<file path="src/rtl/commit_trace_rob_pkg.sv">
// Shared types and sizing for the commit trace reorder buffer.
package commit_trace_rob_pkg;

  localparam int unsigned WADDR_BITS   = 5;
  localparam int unsigned SEQ_NUM_BITS = 5;
  localparam int unsigned ADDR_BITS    = 32;
  localparam int unsigned DATA_BITS    = 32;

  function automatic int unsigned rob_depth(input int unsigned seq_bits);
    return 32'(1) << seq_bits;
  endfunction

  localparam int unsigned DEPTH = rob_depth(SEQ_NUM_BITS);

  typedef struct packed {
    logic [ADDR_BITS-1:0]  pc;
    logic [WADDR_BITS-1:0] waddr;
    logic                  wen;
    logic [DATA_BITS-1:0]  wdata;
  } commit_rec_t;

endpackage

</file>
<file path="src/rtl/commit_trace_rob_if.sv">
// Allocation / completion / trace bundle for commit_trace_rob.
// Squash pins exist only when COMMIT_TRACE_ROB_SQUASH_EN is defined.
interface commit_trace_rob_if
  import commit_trace_rob_pkg::*;
#(
  parameter int unsigned p_seq_num_bits = SEQ_NUM_BITS,
  parameter int unsigned p_addr_bits    = ADDR_BITS,
  parameter int unsigned p_data_bits    = DATA_BITS
);

  logic                      alloc_en;
  logic                      alloc_rdy;
  logic [p_seq_num_bits-1:0] alloc_seq_num;

  logic                      cmp_val;
  logic [p_seq_num_bits-1:0] cmp_seq_num;
  logic [p_addr_bits-1:0]    cmp_pc;
  logic [WADDR_BITS-1:0]     cmp_waddr;
  logic [p_data_bits-1:0]    cmp_wdata;
  logic                      cmp_wen;

  logic                      trace_val;
  logic                      trace_rdy;
  logic [p_addr_bits-1:0]    trace_pc;
  logic [WADDR_BITS-1:0]     trace_waddr;
  logic [p_data_bits-1:0]    trace_wdata;
  logic                      trace_wen;

`ifdef COMMIT_TRACE_ROB_SQUASH_EN
  logic                      squash_val;
  logic [p_seq_num_bits-1:0] squash_seq_num;
`endif

  modport master (
    output alloc_en,
    input  alloc_rdy,
    input  alloc_seq_num,
    output cmp_val,
    output cmp_seq_num,
    output cmp_pc,
    output cmp_waddr,
    output cmp_wdata,
    output cmp_wen,
`ifdef COMMIT_TRACE_ROB_SQUASH_EN
    output squash_val,
    output squash_seq_num,
`endif
    input  trace_val,
    output trace_rdy,
    input  trace_pc,
    input  trace_waddr,
    input  trace_wdata,
    input  trace_wen
  );

  modport slave (
    input  alloc_en,
    output alloc_rdy,
    output alloc_seq_num,
    input  cmp_val,
    input  cmp_seq_num,
    input  cmp_pc,
    input  cmp_waddr,
    input  cmp_wdata,
    input  cmp_wen,
`ifdef COMMIT_TRACE_ROB_SQUASH_EN
    input  squash_val,
    input  squash_seq_num,
`endif
    output trace_val,
    input  trace_rdy,
    output trace_pc,
    output trace_waddr,
    output trace_wdata,
    output trace_wen
  );

endinterface

</file>
<file path="src/rtl/commit_trace_rob_ptr.sv">
// Head/tail pointer pair with wrap bit; full when low bits match and wrap bits differ.
// With COMMIT_TRACE_ROB_SQUASH_EN the tail can also be loaded directly.
module commit_trace_rob_ptr #(
  parameter int unsigned p_seq_num_bits = 5
) (
  input  logic                    clk,
  input  logic                    rst,
  input  logic                    head_inc,
  input  logic                    tail_inc,
`ifdef COMMIT_TRACE_ROB_SQUASH_EN
  input  logic                    tail_load,
  input  logic [p_seq_num_bits:0] tail_load_val,
`endif
  output logic [p_seq_num_bits:0] head,
  output logic [p_seq_num_bits:0] tail,
  output logic                    full,
  output logic                    empty
);

  localparam int unsigned SN = p_seq_num_bits;
  localparam int unsigned PW = p_seq_num_bits + 1;

  always_ff @(posedge clk or negedge rst) begin
    if (!rst) begin
      head <= '0;
      tail <= '0;
    end else begin
      if (head_inc) head <= head + PW'(1);
`ifdef COMMIT_TRACE_ROB_SQUASH_EN
      if (tail_load)     tail <= tail_load_val;
      else if (tail_inc) tail <= tail + PW'(1);
`else
      if (tail_inc) tail <= tail + PW'(1);
`endif
    end
  end

  assign full  = (head[SN-1:0] == tail[SN-1:0]) && (head[SN] != tail[SN]);
  assign empty = (head == tail);

endmodule

</file>
<file path="src/rtl/commit_trace_rob.sv">
// Reorders out-of-order completions into program-order commit trace records.
// Optional squash support is enabled by COMMIT_TRACE_ROB_SQUASH_EN.
module commit_trace_rob
  import commit_trace_rob_pkg::*;
#(
  parameter int unsigned p_seq_num_bits = SEQ_NUM_BITS,
  parameter int unsigned p_addr_bits    = ADDR_BITS,
  parameter int unsigned p_data_bits    = DATA_BITS
) (
  input  logic              clk,
  input  logic              rst,
  commit_trace_rob_if.slave bus,
  output logic              err
);

  localparam int unsigned SN          = p_seq_num_bits;
  localparam int unsigned PW          = p_seq_num_bits + 1;
  localparam int unsigned NUM_ENTRIES = rob_depth(p_seq_num_bits);

  logic [PW-1:0]          head;
  logic [PW-1:0]          tail;
  logic                   full;
  logic                   empty;
  logic [SN-1:0]          head_idx;
  logic [SN-1:0]          tail_idx;

  logic [NUM_ENTRIES-1:0] alloc_q;
  logic [NUM_ENTRIES-1:0] done_q;
  logic [NUM_ENTRIES-1:0] alloc_d;
  logic [NUM_ENTRIES-1:0] done_d;
  logic [NUM_ENTRIES-1:0] kill_c;

  logic [p_addr_bits-1:0] pc_q    [NUM_ENTRIES];
  logic [WADDR_BITS-1:0]  waddr_q [NUM_ENTRIES];
  logic [p_data_bits-1:0] wdata_q [NUM_ENTRIES];
  logic [NUM_ENTRIES-1:0] wen_q;

  logic do_alloc_c;
  logic do_retire_c;
  logic cmp_ok_c;
  logic cmp_drop_c;
  logic cmp_err_c;
  logic squash_err_c;

  assign head_idx = head[SN-1:0];
  assign tail_idx = tail[SN-1:0];

`ifdef COMMIT_TRACE_ROB_SQUASH_EN
  logic          squash_ok_c;
  logic [SN-1:0] squash_off_c;
  logic [PW-1:0] squash_tail_c;

  // Entries whose distance from head exceeds the squash point are younger and get discarded.
  always_comb begin
    squash_ok_c   = bus.squash_val & alloc_q[bus.squash_seq_num];
    squash_off_c  = SN'(bus.squash_seq_num - head_idx);
    squash_tail_c = PW'(head + PW'(squash_off_c) + PW'(1));
    kill_c        = '0;
    for (int unsigned i = 0; i < NUM_ENTRIES; i++) begin
      kill_c[i] = squash_ok_c & (SN'(SN'(i) - head_idx) > squash_off_c);
    end
  end

  assign squash_err_c = bus.squash_val & ~squash_ok_c;
  assign do_alloc_c   = bus.alloc_en & ~full & ~bus.squash_val;
`else
  assign kill_c       = '0;
  assign squash_err_c = 1'b0;
  assign do_alloc_c   = bus.alloc_en & ~full;
`endif

  commit_trace_rob_ptr #(
    .p_seq_num_bits (p_seq_num_bits)
  ) u_ptr (
    .clk           (clk),
    .rst           (rst),
    .head_inc      (do_retire_c),
    .tail_inc      (do_alloc_c),
`ifdef COMMIT_TRACE_ROB_SQUASH_EN
    .tail_load     (squash_ok_c),
    .tail_load_val (squash_tail_c),
`endif
    .head          (head),
    .tail          (tail),
    .full          (full),
    .empty         (empty)
  );

  assign bus.alloc_rdy     = ~full;
  assign bus.alloc_seq_num = tail_idx;

  // Trace fields come straight from head-entry registers, never from cmp_*.
  assign bus.trace_val   = ~empty & alloc_q[head_idx] & done_q[head_idx];
  assign bus.trace_pc    = pc_q[head_idx];
  assign bus.trace_waddr = waddr_q[head_idx];
  assign bus.trace_wdata = wdata_q[head_idx];
  assign bus.trace_wen   = wen_q[head_idx];

  assign do_retire_c = bus.trace_val & bus.trace_rdy;

  assign cmp_drop_c = bus.cmp_val & kill_c[bus.cmp_seq_num] & alloc_q[bus.cmp_seq_num];
  assign cmp_ok_c   = bus.cmp_val & alloc_q[bus.cmp_seq_num] & ~done_q[bus.cmp_seq_num]
                    & ~kill_c[bus.cmp_seq_num];
  assign cmp_err_c  = bus.cmp_val & ~cmp_ok_c & ~cmp_drop_c;

  always_comb begin
    alloc_d = alloc_q & ~kill_c;
    done_d  = done_q & ~kill_c;
    if (do_retire_c) begin
      alloc_d[head_idx] = 1'b0;
      done_d[head_idx]  = 1'b0;
    end
    if (do_alloc_c) begin
      alloc_d[tail_idx] = 1'b1;
      done_d[tail_idx]  = 1'b0;
    end
    if (cmp_ok_c) begin
      done_d[bus.cmp_seq_num] = 1'b1;
    end
  end

  always_ff @(posedge clk or negedge rst) begin
    if (!rst) begin
      alloc_q <= '0;
      done_q  <= '0;
      wen_q   <= '0;
      err     <= 1'b0;
      for (int unsigned i = 0; i < NUM_ENTRIES; i++) begin
        pc_q[i]    <= '0;
        waddr_q[i] <= '0;
        wdata_q[i] <= '0;
      end
    end else begin
      alloc_q <= alloc_d;
      done_q  <= done_d;
      err     <= err | cmp_err_c | squash_err_c;
      if (cmp_ok_c) begin
        pc_q[bus.cmp_seq_num]    <= bus.cmp_pc;
        waddr_q[bus.cmp_seq_num] <= bus.cmp_waddr;
        wdata_q[bus.cmp_seq_num] <= bus.cmp_wdata;
        wen_q[bus.cmp_seq_num]   <= bus.cmp_wen;
      end
    end
  end

endmodule

</file>
<file path="src/flat_wrapper.sv">
// flat-port wrapper written by rule: the top's interface ports become plain ports
module commit_trace_rob_flat import commit_trace_rob_pkg::*;
#(
  parameter int unsigned p_seq_num_bits = SEQ_NUM_BITS,
  parameter int unsigned p_addr_bits    = ADDR_BITS,
  parameter int unsigned p_data_bits    = DATA_BITS
)
  (clk, rst, err, bus_alloc_en, bus_alloc_rdy, bus_alloc_seq_num, bus_cmp_val, bus_cmp_seq_num, bus_cmp_pc, bus_cmp_waddr, bus_cmp_wdata, bus_cmp_wen, bus_trace_val, bus_trace_rdy, bus_trace_pc, bus_trace_waddr, bus_trace_wdata, bus_trace_wen);
  commit_trace_rob_if #(.p_seq_num_bits(p_seq_num_bits), .p_addr_bits(p_addr_bits), .p_data_bits(p_data_bits)) bus_i ();
  input  logic clk;
  input  logic rst;
  output logic err;
  input wire logic [$bits(bus_i.alloc_en)-1:0] bus_alloc_en;
  output wire logic [$bits(bus_i.alloc_rdy)-1:0] bus_alloc_rdy;
  output wire logic [$bits(bus_i.alloc_seq_num)-1:0] bus_alloc_seq_num;
  input wire logic [$bits(bus_i.cmp_val)-1:0] bus_cmp_val;
  input wire logic [$bits(bus_i.cmp_seq_num)-1:0] bus_cmp_seq_num;
  input wire logic [$bits(bus_i.cmp_pc)-1:0] bus_cmp_pc;
  input wire logic [$bits(bus_i.cmp_waddr)-1:0] bus_cmp_waddr;
  input wire logic [$bits(bus_i.cmp_wdata)-1:0] bus_cmp_wdata;
  input wire logic [$bits(bus_i.cmp_wen)-1:0] bus_cmp_wen;
  output wire logic [$bits(bus_i.trace_val)-1:0] bus_trace_val;
  input wire logic [$bits(bus_i.trace_rdy)-1:0] bus_trace_rdy;
  output wire logic [$bits(bus_i.trace_pc)-1:0] bus_trace_pc;
  output wire logic [$bits(bus_i.trace_waddr)-1:0] bus_trace_waddr;
  output wire logic [$bits(bus_i.trace_wdata)-1:0] bus_trace_wdata;
  output wire logic [$bits(bus_i.trace_wen)-1:0] bus_trace_wen;
  assign bus_i.alloc_en = bus_alloc_en;
  assign bus_alloc_rdy = bus_i.alloc_rdy;
  assign bus_alloc_seq_num = bus_i.alloc_seq_num;
  assign bus_i.cmp_val = bus_cmp_val;
  assign bus_i.cmp_seq_num = bus_cmp_seq_num;
  assign bus_i.cmp_pc = bus_cmp_pc;
  assign bus_i.cmp_waddr = bus_cmp_waddr;
  assign bus_i.cmp_wdata = bus_cmp_wdata;
  assign bus_i.cmp_wen = bus_cmp_wen;
  assign bus_trace_val = bus_i.trace_val;
  assign bus_i.trace_rdy = bus_trace_rdy;
  assign bus_trace_pc = bus_i.trace_pc;
  assign bus_trace_waddr = bus_i.trace_waddr;
  assign bus_trace_wdata = bus_i.trace_wdata;
  assign bus_trace_wen = bus_i.trace_wen;
  commit_trace_rob #(.p_seq_num_bits(p_seq_num_bits), .p_addr_bits(p_addr_bits), .p_data_bits(p_data_bits)) u_core (.clk(clk), .rst(rst), .bus(bus_i), .err(err));
endmodule
</file>
<file path="config.mk">
export PLATFORM = sky130hd
export DESIGN_NAME = commit_trace_rob_flat
export DESIGN_NICKNAME = d
export VERILOG_FILES = /design/src/rtl/commit_trace_rob_pkg.sv /design/src/rtl/commit_trace_rob_if.sv /design/src/rtl/commit_trace_rob_ptr.sv /design/src/rtl/commit_trace_rob.sv /design/src/flat_wrapper.sv
export SDC_FILE = /design/constraint.sdc
export NUM_CORES = 2
export LEC_CHECK = 0
export ABC_AREA = 1
export BUFFER_PORTS_ARGS = -buffer_cell sky130_fd_sc_hd__buf_2
export CAP_MARGIN = 25
export CORE_MARGIN = 3
export CORE_UTILIZATION = 69
export DETAILED_ROUTE_END_ITERATION = 10
export GPL_ROUTABILITY_DRIVEN = 0
export GPL_TIMING_DRIVEN = 0
export PLACE_DENSITY = 0.86
export REMOVE_ABC_BUFFERS = 1
export SETUP_SLACK_MARGIN = 0.2
export SKIP_CTS_REPAIR_TIMING = 1
export SLEW_MARGIN = 20
export SYNTH_ARGS = -nofsm -noshare
export SYNTH_HDL_FRONTEND = slang
export SYNTH_SLANG_ARGS = --single-unit
</file>
<file path="constraint.sdc">
create_clock -name clk -period 4.28 [get_ports clk]
set_input_delay 0 -clock clk [delete_from_list [all_inputs] [get_ports clk]]
set_output_delay 0 -clock clk [all_outputs]
set_load 0.01 [all_outputs]
</file>
==> results.sh, run 1 <==
export IMPL_dp_cells=16000
export IMPL_hpwlAfterDp_mm=267
export IMPL_ys_ff_latch=2317
export IMPL_start_util_pct=69.6
export IMPL_ys_warn_count=0
export IMPL_cts_max_level=4
export IMPL_status="stopped before the end"
export IMPL_post_dp_cell_area_mm2=0.123
export IMPL_synth_compound_area_share_pct=8.85
export IMPL_io_pins=158
export IMPL_synth_xor_area_share_pct=0.105
export IMPL_die_h_um=417
export IMPL_syn_area_mm2=0.117
export IMPL_io_buffers=157
export IMPL_die_width_um=417
export IMPL_rows=150
export IMPL_synth_adder_area_share_pct=0.0859
export IMPL_cts_sinks=2317
export IMPL_synth_top_family_by_area="simple AND/OR/NAND/NOR gates"
export IMPL_yosysSeqAreaShare_pct=49.8
export IMPL_synth_cells=14800
export IMPL_cts_buffers_inserted=228
export IMPL_stop_error="[ERROR GRT-0183] Net _08039_: the 3D maze router ran out of legal paths (heap underflow) - the net is boxed in by local congestion or blockages."
export IMPL_synth_area_mux_share_pct=0
export IMPL_avgSynthCellArea_um2=7.86
export IMPL_synth_simple_area_share_pct=34.2
export IMPL_ys_types=34
export IMPL_root_buffer="clkbuf_16"
export IMPL_grt_max_degree=144
export IMPL_haltStage="5_1_grt"
export IMPL_clk_path_buf_depth=3
[cell usage after synthesis, drive strengths merged]
cell,n,area (um2)
a21oi,9,45.0
xor2,12,105
and2,1,6.26
nand4,2355,14700
a221oi,4,35.0
buf,825,4710
dfrtp,2317,58000
nor4,1,6.26
inv,97,364
clkbuf,817,3070
nor2,1187,4480
or3,61,382
xnor2,2,17.5
o22ai,570,3570
nor3,19,95.1
a211o,1,8.76
o21ai,1135,5680
a21boi,1,7.51
a22o,100,876
nand2,5215,19600
nand3,69,588
ha,8,100
a22oi,12,90.1
[cell families after synthesis]
group | Yosys count
and+or+nand+nor | 8908
AOI/OAI and AO/OA | 1832
xor gates and xnor gates | 14
DFF | 2317
buffers and inverters | 1739
adders and majority gates | 8
[metrics by stage]
| stage | TNS, ns | worst slack, ns |
|---|---|---|
| CTS | -478.69 | -1.16 |
| detailed placement | -1538.87 | -1.55 |
| global placement | - | -145.20 |
| floorplan | - | -53.20 |
==> inputs of run 2 (changes only) <==
- CORE_UTILIZATION: 69 -> 40
- PLACE_DENSITY: 0.86 -> default
- PLACE_DENSITY_LB_ADDON: default -> 0.15
- SETUP_SLACK_MARGIN: 0.2 -> default
==> results.sh, run 2 <==
export IMPL_status="complete, but fails checks"
export IMPL_violations="setup timing"
export IMPL_drtIter0Drc=14900
export IMPL_startpoint="u_core.u_ptr.head[1]$_DFFE_PN0N_"
export IMPL_hold_viol_final=0
export IMPL_grt_ovfl_total=0
export IMPL_r2r_slack_ns=0.09
export IMPL_die_width_um=546
export IMPL_cp_start_kind="register"
export IMPL_p_int_mw=51.0
export IMPL_critical_path_required_ns=4.28
export IMPL_critPathTopFamily="buffers and inverters"
export IMPL_ys_flop_type="dfrtp_1"
export IMPL_hold_path_class="in -> reg"
export IMPL_pre_cts_ws_ns=-1.20
export IMPL_io_pins=158
export IMPL_cts_sinks=2317
export IMPL_path_buf_inv=8
export IMPL_io_buffers=157
export IMPL_drive_gt1_share_pct=8.53
export IMPL_vias_per_cell=6.14
export IMPL_ant_nets=0
export IMPL_min_delay_start="bus_cmp_seq_num[2]"
export IMPL_tightest_slew_ns=0.886
export IMPL_final_common_cell="nand2_1"
export IMPL_reg_largest_list="u_core.pc_q (1024), u_core.wdata_q (1024), u_core.waddr_q (160)"
export IMPL_grt_max_degree=130
export IMPL_die_h_um=546
export IMPL_hpwlAfterDp_mm=289
export IMPL_layout_setup_ws_ns=-0.00190
export IMPL_clk_latency_ns=0.88
export IMPL_cp_end_kind="output port"
export IMPL_totalWireLength_mm=491
export IMPL_gr_usage_all_layers_pct=30.8
export IMPL_ys_warn_count=0
export IMPL_grt_pass1_vias=105000
export IMPL_path_common_cell="buf_16"
export IMPL_async_reset_ff_share_pct=100
export IMPL_maxCapViolations=0
export IMPL_finalCriticalPeriod_ns=4.28
export IMPL_nets=14400
export IMPL_final_cell_mix="nand2_1 (5213), nand4_1 (2355), dfrtp_1 (2315), nor2_1 (1147), o21ai_0 (1131)"
export IMPL_synth_edf_count=0
export IMPL_synth_common_cells="nand2_1 (5213), nand4_1 (2355), dfrtp_1 (2317), nor2_1 (1181), o21ai_0 (1132)"
export IMPL_finalInstanceArea_mm2=0.137
export IMPL_avgSynthCellArea_um2=7.86
export IMPL_power_frac_comb_pct=39.7
export IMPL_rows=197
export IMPL_power_density_mw_per_mm2=628
export IMPL_vias=113000
export IMPL_start_util_pct=40.3
export IMPL_coreArea_mm2=0.289
export IMPL_crit_slowest_cell="or3_4"
export IMPL_n_fill_cell=28100
export IMPL_ys_ff_latch=2317
export IMPL_cts_buffers_inserted=276
export IMPL_p_sw_mw=34.9
export IMPL_cts_max_level=5
export IMPL_synth_area_top_cells="dfrtp_1 (50%), nand2_1 (17%), nand4_1 (13%)"
export IMPL_fin_crit_sh_pct=100
export IMPL_synth_top_area_share_pct=49.8
export IMPL_grt_first_pass_wirelength_mm=710
export IMPL_swShare_pct=40.6
export IMPL_path_cells="buf_16 -> buf_16 -> buf_16 -> clkinv_16 -> buf_16 -> buf_16 -> buf_16 -> o21ai_0 -> o22ai_1 -> nand2_1 -> nand4_1 -> or3_4 -> buf_2"
export IMPL_seqPwrFrac_pct=32.4
export IMPL_die_area_mm2=0.298
export IMPL_worstReg2RegStart="u_core.alloc_q[16]$_DFF_PN0_"
export IMPL_routedWlPerCell_um=26.8
export IMPL_antenna_found_initial=21
export IMPL_clock_skew_ns=0.0567
export IMPL_criticalPathCategory="reg -> out"
export IMPL_cp_max_fo=61
export IMPL_syn_area_mm2=0.117
export IMPL_post_dp_cell_area_mm2=0.126
export IMPL_yosys_area_top_type="dfrtp_1"
export IMPL_clk_path_buf_depth=4
export IMPL_crit_path_max_incr_delay_ns=0.48
export IMPL_rsz0062_at_grt="yes"
export IMPL_clock_power_share_pct=28.0
export IMPL_drt_first_pass_iters=8
export IMPL_tritoncts="done"
export IMPL_slew_headroom_pct=40.9
export IMPL_drc=0
export IMPL_ys_types=34
export IMPL_cp_arrival_ns=4.28
export IMPL_synth_cells=14800
export IMPL_p_leak_nw=68.5
export IMPL_peakVddDrop_v=0.000535
export IMPL_root_buffer="clkbuf_16"
export IMPL_area_growth_pct=17.3
export IMPL_finalMaxSlewViolations=0
export IMPL_synth_most_common_cell="nand2_1"
export IMPL_cts_clk_slew_worst_paths_ns=0.06
export IMPL_setup_viol=1
export IMPL_fmax_ghz=0.234
export IMPL_yosysSeqAreaShare_pct=49.8
[run 2: cell counts after synthesis]
Identical to the previous run, type by type.
[run 2: worst register-to-register path, stage by stage, from the launching register on]
cell and delay (ns):
dfrtp_1 0.35, inv_1 0.06, o22ai_1 0.19, o21ai_1 0.10, nand2_1 0.18, nor2_1 0.12, nand2_8 0.37, buf_16 0.38
buf_16 0.38, buf_16 0.53, nand3_4 0.72, buf_12 0.42, nand2_1 0.19, nand2_1 0.06
[run 2: per-layer routing]
layer | vias up | global-route usage, % | wire length (um)
met3 | 958 | 4.90 | 46200
met1 | 56400 | 44.2 | 210000
met4 | 2 | 9.70 | 16000
met5 | - | 0 | 13
met2 | 5702 | 47.5 | 219000
li1 | 49700 | - | -
[run 2: final timing paths]
check,to,cells past startpoint
max,bus_trace_wdata[10],13
min,u_core.done_q[3]$_DFF_PN0_,5
max reg2reg,u_core.wdata_q[1006]$_DFFE_PN0P_,13
min reg2reg,u_core.err$_DFF_PN0_,2
max in group asynchronous,u_core.pc_q[354]$_DFFE_PN0P_,9
min in group asynchronous,u_core.wdata_q[176]$_DFFE_PN0P_,4
[run 2: cells by family after synthesis]
family                     synth area share (%)
and+or+nand+nor                            34.2
DFF                                        49.8
AOI/OAI and AO/OA                          8.85
buffers and inverters                      6.99
xor gates and xnor gates                  0.105
adders and majority gates                0.0859
[run 2: power groups by stage]
stage / combinational, mW / clock, mW / sequential, mW
2_1_floorplan: 10.3 / 0 / 26.4
3_3_place_gp: 10.2 / 0 / 26.1
3_5_place_dp: 31.6 / 0 / 28.1
4_1_cts: 31.7 / 24.3 / 27.8
5_1_grt: 36.8 / 25.2 / 28.2
6_report: 34.0 / 24.0 / 27.8
[run 2: final cells by class]
cell class	instances	area (um2)	share of cell area, %
antenna	6	15.0	0.0110
timing repair inverter	1	11.3	0.00824
clock buffer	419	8350	6.11
timing repair buffer	812	13500	9.86
tap	3880	4850	3.55
multi-input combinational	10800	50900	37.3
clock inverter	57	684	0.501
inverter	97	407	0.297
sequential	2317	58000	42.4
[run 2: stage by stage]
stage	util (%)	setup TNS (ns)	hold WS (ns)	power (mW)	instances
finish	47.3	-0.00190	0.145	85.8	18400
global route	47.3	-0.127	0.188	90.1	18400
CTS	46.7	-119.91	-0.980	83.8	18200
detailed placement	43.5	-1061.94	-0.0823	59.7	17700
global placement	39.6	-	0.250	36.3	17200
floorplan	-	-	-0.296	36.6	13200
(Power assumes the default switching activity.)
